===== config.mk =====
export PLATFORM = sky130hd
export DESIGN_NAME = rs_forney_seq
export DESIGN_NICKNAME = d
export VERILOG_FILES = /design/src/rtl/gf_pkg.sv /design/src/rtl/rs_forney_seq_horner.sv /design/src/rtl/rs_forney_seq.sv
export SDC_FILE = /design/constraint.sdc
export NUM_CORES = 1
export LEC_CHECK = 0
export BUFFER_PORTS_ARGS = -buffer_cell sky130_fd_sc_hd__clkbuf_2
export CAP_MARGIN = 0
export CORE_ASPECT_RATIO = 0.75
export CORE_MARGIN = 3
export CORE_UTILIZATION = 25
export CTS_CLUSTER_SIZE = 20
export DETAILED_ROUTE_END_ITERATION = 10
export PLACE_DENSITY_LB_ADDON = 0.3
export SLEW_MARGIN = 25
export SYNTH_ARGS = -nofsm -noshare
export SYNTH_HDL_FRONTEND = slang
export SYNTH_SLANG_ARGS = --single-unit

===== constraint.sdc =====
create_clock -name aclk -period 16.83 [get_ports aclk]
set_clock_uncertainty 0.2 [all_clocks]
set_input_delay 1.683 -clock aclk [delete_from_list [all_inputs] [get_ports aclk]]
set_output_delay 1.683 -clock aclk [all_outputs]
set_load 0.05 [all_outputs]

===== src/rtl/gf_pkg.sv =====
// GF(2^m) field constants, arithmetic helpers and the Forney FSM state type
// shared by the RS decoder back end.
package gf_pkg;
  localparam int SYMB_WIDTH = 8;
  localparam int T_LEN      = 8;
  localparam int SYMB_NUM   = 1 << SYMB_WIDTH;

  typedef logic [SYMB_WIDTH-1:0] symb_t;

  // x^8+x^4+x^3+x^2+1 with the x^m term implied by the shift-out
  localparam symb_t PRIM_POLY = symb_t'(32'h1D);

  typedef enum logic [2:0] {IDLE, SLOT, EVAL, SKIP, DIV, DONE} forney_state_t;

  function automatic symb_t gf_mult(symb_t a, symb_t b);
    symb_t r;
    r = '0;
    for (int i = SYMB_WIDTH-1; i >= 0; i--) begin
      r = {r[SYMB_WIDTH-2:0], 1'b0} ^ (r[SYMB_WIDTH-1] ? PRIM_POLY : '0);
      if (b[i]) r = r ^ a;
    end
    return r;
  endfunction

  // alpha^e by square-and-multiply; the alpha^(2^j) chain folds to constants
  function automatic symb_t alpha_to_symb(symb_t e);
    symb_t r, a;
    r = symb_t'(1);
    a = symb_t'(2);
    for (int j = 0; j < SYMB_WIDTH; j++) begin
      if (e[j]) r = gf_mult(r, a);
      a = gf_mult(a, a);
    end
    return r;
  endfunction

  // x^(2^m-2) = prod x^(2^j), j=1..m-1; maps 0 to 0
  function automatic symb_t gf_inv(symb_t x);
    symb_t s, r;
    s = x;
    r = symb_t'(1);
    for (int j = 1; j < SYMB_WIDTH; j++) begin
      s = gf_mult(s, s);
      r = gf_mult(r, s);
    end
    return r;
  endfunction
endpackage


===== src/rtl/rs_forney_seq_horner.sv =====
// One Horner polynomial evaluator: load seeds the top coefficient, each step
// does acc = acc*x + c.
module gf_horner_eval
  import gf_pkg::*;
#(
  parameter int WIDTH = SYMB_WIDTH
) (
  input  logic             aclk,
  input  logic             load,
  input  logic             step,
  input  logic [WIDTH-1:0] coef_in,
  input  logic [WIDTH-1:0] x_in,
  output logic [WIDTH-1:0] acc
);
  logic [WIDTH-1:0] acc_q;

  always_ff @(posedge aclk) begin
    if (load)      acc_q <= coef_in;
    else if (step) acc_q <= gf_mult(acc_q, x_in) ^ coef_in;
  end

  assign acc = acc_q;
endmodule


===== src/rtl/rs_forney_seq.sv =====
// Sequential Forney stage: e = Omega(X^-1) / Lambda'(X^-1) per flagged slot,
// two shared Horner evaluators walked over the slots one at a time.
module rs_forney_seq
  import gf_pkg::*;
(
  input  logic                             aclk,
  input  logic                             aresetn,
  input  logic [T_LEN:0][SYMB_WIDTH-1:0]   error_locator,
  input  logic [T_LEN-1:0][SYMB_WIDTH-1:0] error_evaluator,
  input  logic [T_LEN-1:0][SYMB_WIDTH-1:0] error_positions,
  input  logic [T_LEN-1:0]                 error_positions_mask,
  input  logic                             error_positions_vld,
  output logic                             in_ready,
  output logic [T_LEN-1:0][SYMB_WIDTH-1:0] error_values,
  output logic [T_LEN-1:0][SYMB_WIDTH-1:0] error_values_pos,
  output logic [T_LEN-1:0]                 error_values_mask,
  output logic                             error_values_vld,
  output logic                             forney_err
);
  localparam int IW = $clog2(T_LEN+1);
  localparam int SW = $clog2(T_LEN);

  forney_state_t                    state_q;
  logic [IW-1:0]                    idx_q;
  logic [SW-1:0]                    cnt_q;
  symb_t                            xinv_q;
  logic [T_LEN:0][SYMB_WIDTH-1:0]   lambda_q;
  logic [T_LEN-1:0][SYMB_WIDTH-1:0] omega_q, pos_q, vals_q;
  logic [T_LEN-1:0]                 mask_q;
  logic                             in_ready_q, vld_q, err_q;

  logic [SW-1:0] slot, csel;
  logic [IW-1:0] lsel;
  logic          last_slot, hz_load, hz_step;
  symb_t         om_coef, ld_coef, om_acc, ld_acc, xinv_d, val_d;

  assign slot      = idx_q[SW-1:0];
  assign last_slot = (idx_q == IW'(T_LEN));

  // SLOT doubles as the first Horner step (seed with the top coefficient),
  // and resolves masked slots on its own, so there is no separate SKIP cycle.
  always_comb begin
    csel    = (state_q == SLOT) ? SW'(T_LEN-1) : cnt_q;
    lsel    = IW'(csel) + IW'(1);
    om_coef = omega_q[csel];
    ld_coef = csel[0] ? '0 : lambda_q[lsel];
    hz_load = (state_q == SLOT) && !last_slot && mask_q[slot];
    hz_step = (state_q == EVAL);
    // alpha has order 2^m-1, so ~p == -p mod (2^m-1); p=0 gives alpha^(2^m-1)=1
    xinv_d  = alpha_to_symb(~pos_q[slot]);
    val_d   = (ld_acc == '0) ? '0 : gf_mult(om_acc, gf_inv(ld_acc));
  end

  gf_horner_eval #(.WIDTH(SYMB_WIDTH)) u_omega (
    .aclk(aclk), .load(hz_load), .step(hz_step),
    .coef_in(om_coef), .x_in(xinv_q), .acc(om_acc)
  );

  gf_horner_eval #(.WIDTH(SYMB_WIDTH)) u_dlambda (
    .aclk(aclk), .load(hz_load), .step(hz_step),
    .coef_in(ld_coef), .x_in(xinv_q), .acc(ld_acc)
  );

  always_ff @(posedge aclk) begin
    if (!aresetn) begin
      state_q    <= IDLE;
      in_ready_q <= 1'b1;
      vld_q      <= 1'b0;
      err_q      <= 1'b0;
      idx_q      <= '0;
      cnt_q      <= '0;
      xinv_q     <= '0;
      lambda_q   <= '0;
      omega_q    <= '0;
      pos_q      <= '0;
      mask_q     <= '0;
      vals_q     <= '0;
    end else begin
      case (state_q)
        IDLE: if (error_positions_vld && in_ready_q) begin
          lambda_q   <= error_locator;
          omega_q    <= error_evaluator;
          pos_q      <= error_positions;
          mask_q     <= error_positions_mask;
          vals_q     <= '0;
          err_q      <= 1'b0;
          idx_q      <= '0;
          in_ready_q <= 1'b0;
          state_q    <= SLOT;
        end
        SLOT: begin
          if (last_slot) begin
            vld_q   <= 1'b1;
            state_q <= DONE;
          end else if (!mask_q[slot]) begin
            idx_q <= idx_q + IW'(1);
          end else begin
            xinv_q  <= xinv_d;
            cnt_q   <= SW'(T_LEN-2);
            state_q <= EVAL;
          end
        end
        EVAL: begin
          if (cnt_q == '0) state_q <= DIV;
          else             cnt_q   <= cnt_q - SW'(1);
        end
        DIV: begin
          if (ld_acc == '0) err_q <= 1'b1;
          vals_q[slot] <= val_d;
          idx_q        <= idx_q + IW'(1);
          state_q      <= SLOT;
        end
        DONE: begin
          vld_q      <= 1'b0;
          in_ready_q <= 1'b1;
          state_q    <= IDLE;
        end
        default: state_q <= IDLE;
      endcase
    end
  end

  assign in_ready          = in_ready_q;
  assign error_values      = vals_q;
  assign error_values_pos  = pos_q;
  assign error_values_mask = mask_q;
  assign error_values_vld  = vld_q;
  assign forney_err        = err_q;
endmodule


==> impl_metrics.csv <==
group,metric,value,unit
clock_network,clk-insertion-delay-late,0.56,ns
clock_network,cts_max_level,2,
synth,yosysWarnings,0,
synth,synth-edff-count,16,
detailed_routing,route.vias.total,23800,
synth,synthDistinctLibCells,94,
clock_network,max-clock-path-buffers,3,
floorplanning,die_w,380.1,um
final_layout,synthToLayoutAreaGrowth,16.58,%
detailed_routing,drc,0,
critical_path,end_kind,"flip-flop",
synth,synth_seq_cells,269,
clock_network,numCtsBuffers,34,
sta,drv_slew,0,
sta,finalHoldViolations,0,
global_route,grt.overflow.total,0,
floorplanning,row_count,102,
synth,ys.flop_type,"dfxtp_1",
detailed_routing,drt_iter0_markers,1654,
final_layout,drive_gt1_share,16.13,%
critical_path,worstPathRequired,17.09,ns
final_layout,n_fill_cell,11330,
sta,fin_crit_sh,93.02,%
final_layout,layout_commonest_cell,"nand2_1",
final_layout,final_cell_mix,"861 x nand2_1, 439 x xnor2_1, 308 x clkbuf_2",
place,numPortBuffers,309,
synth,synthTopCellsByArea,"dfxtp_1 19%, xnor2_1 15%, nand2_1 12%",
job,maxCapViolCount,0,
sta,tightest_slew,1.020,ns
clock_network,clock-sinks,269,
clock_network,cts_resized,0,
sta,relSlewSlack,31.48,%
final_layout,final_cells,5013,
critical_path,timing.critical_path.from_type,"flip-flop",
clock_network,cts_tree,"built",
sta,max_freq,63.88,MHz
global_route,antenna_found_initial,1,
critical_path,cp_common_cell,"xnor3_1",
global_route,grt_pass1_wl,135500,um
detailed_routing,drt_wl_total,85420,um
place,hpwl,62310,um
floorplanning,dieArea,108900,sq um
detailed_routing,wl_per_cell,17.04,um
global_route,global_route.usage.total,15.27,%
critical_path,crit_arrival,15.91,ns
final_layout,final_nets,3808,
place,dpl.cell_count,4953,
clock_network,cts_setup_buffers,0,
critical_path,worstSetupPathType,"flip-flop to flip-flop",
status,status,"finished clean",
min_path,worst_hold_path_type,"flip-flop to flip-flop",
global_route,grt_pass1_vias,23190,
synth,synth_top_area_cell,"dfxtp_1",
synth,syn_area_per_cell,7.760,sq um
synth,syn_nets,3604,
synth,syn_area,26240,sq um
sta,setup_tns,0,ns
place,gp_congestion,0.8672,
floorplanning,initial_core_util,25.32,%
floorplanning,coreArea,103600,sq um
synth,seq_area_frac_synth,21.14,%
sta,final.min_clock_period,15.65,ns
clock_network,clkTransAtPathRegs,0.05,ns
sta,finalSetupViolCount,0,
synth,synthArstFlopShare,0,%
critical_path,worstPathMaxFanout,11,
clock_network,clock-root-buffer,"clkbuf_16",
critical_path,cpPeakStageDelay,0.60,ns
synth,synthDominantCellAreaShare,19.31,%
floorplanning,die_y,286.5,um
detailed_routing,dr.pass1.iters,6,
detailed_routing,vias_per_cell,4.748,
global_route,grt_max_degree,101,
clock_network,hold_buffers,0,
floorplanning,io_pins,350,
critical_path,critPathSlowestCell,"edfxtp_1",
detailed_routing,antenna_left,0,
sta,rsz0062_at_grt,"no",
synth,synthCells,3381,
## layer usage
layer  global-route usage (%)  vias up  routed length, um
met3                    2.730       91               5555
met4                    3.956        0               1884
met5                        0        -                  0
li1                         -    11760                  -
met2                    24.06      663              37560
met1                    21.45    11290              40420
## critical path, delay by kind of cell (launching register included)
family	cells	cell delay, ns
AO/OA/AOI/OAI	6	1.24
flip-flops	1	0.60
buffers and inverters	4	0.81
adder cells (fa/ha/maj)	1	0.30
AND/OR/NAND/NOR	4	0.58
XOR/XNOR	30	11.59
multiplexers	1	0.20
## registers in the layout (all words and copies together), names as in the netlist
register / count
forney_err: 1
lambda_q: 32
omega_q: 64
cnt_q: 3
in_ready: 1
error_values_pos: 64
xinv_q: 8
error_values_mask: 8
idx_q: 4
u_dlambda.acc: 8
error_values: 64
u_omega.acc: 8
error_values_vld: 1
state_q: 3
## logic make-up (layout without fill, tap and decap cells)
logic type | after synthesis | in the layout | synth area share, %
buf+inv | 281 | 508 | 4.359
mux | 68 | 68 | 3.391
xor+xnor | 740 | 740 | 32.29
flops | 269 | 269 | 21.14
compound gates | 651 | 651 | 16.91
simple gates | 1360 | 1360 | 21.34
other cells | 0 | 1 | 0
fa+ha+maj | 12 | 12 | 0.5723
## synth_stat cells, types with 8 or more instances
cell type,n
ha_1,12
a211oi_1,32
nor2b_1,37
or3_1,9
a22oi_1,31
xor2_1,144
nor3b_1,8
nand2b_1,13
xnor3_1,85
and3_1,11
buf_2,20
a21boi_0,171
inv_1,22
xor3_1,11
o21ai_1,66
nand2_1,861
o211a_1,8
clkbuf_1,192
xnor2_2,32
buf_1,25
a32oi_1,11
and2_1,11
a22o_1,8
a31oi_1,29
nor3_1,40
xnor3_2,10
o22ai_1,23
edfxtp_1,16
dfxtp_1,253
mux2i_1,45
o21ai_0,89
mux4_2,16
xnor2_1,439
nand3_1,71
o211ai_1,18
a21oi_1,70
o31ai_1,9
nor2_1,266
## path summary, 6_finish.rpt
kind              slack (ns)  depth (start not counted)              from                to
setup reg to reg        1.18                         46  u_dlambda.acc[0]  error_values[52]
hold reg to reg         0.24                          2  error_values[51]  error_values[51]
setup / recovery        1.18                         46  u_dlambda.acc[0]  error_values[52]
hold / removal          0.24                          2  error_values[51]  error_values[51]
## cell type report
class                           instances  area (sq um)  area share (%)
Antenna cell                            1         2.502        0.008182
Clock buffer                           48         954.7           3.121
Clock inverter                         11         234.0          0.7650
Inverter                               32         120.1          0.3927
Multi-Input combinational cell       2831         19590           64.05
Sequential cell                       269          5547           18.13
Tap cell                             1404          1757           5.743
Timing Repair Buffer                  417          2380           7.781
## per-stage QoR
stage	hold WS (ns)	setup slack [ns]	cell area (sq um)	utilization (%)
after detailed placement	0.2401	1.191	29390	28.36
final	0.2450	1.175	30590	29.51
after floorplan	0.2388	2.789	26240	-
after CTS	0.2480	1.116	30570	29.50
after global placement	0.2366	1.289	29360	28.33
after global routing	0.2650	0.2505	30590	29.51
Power is left out: the tool's default activity adds up to more than one toggle a clock period on the data nets, which glitch-free logic cannot reach.
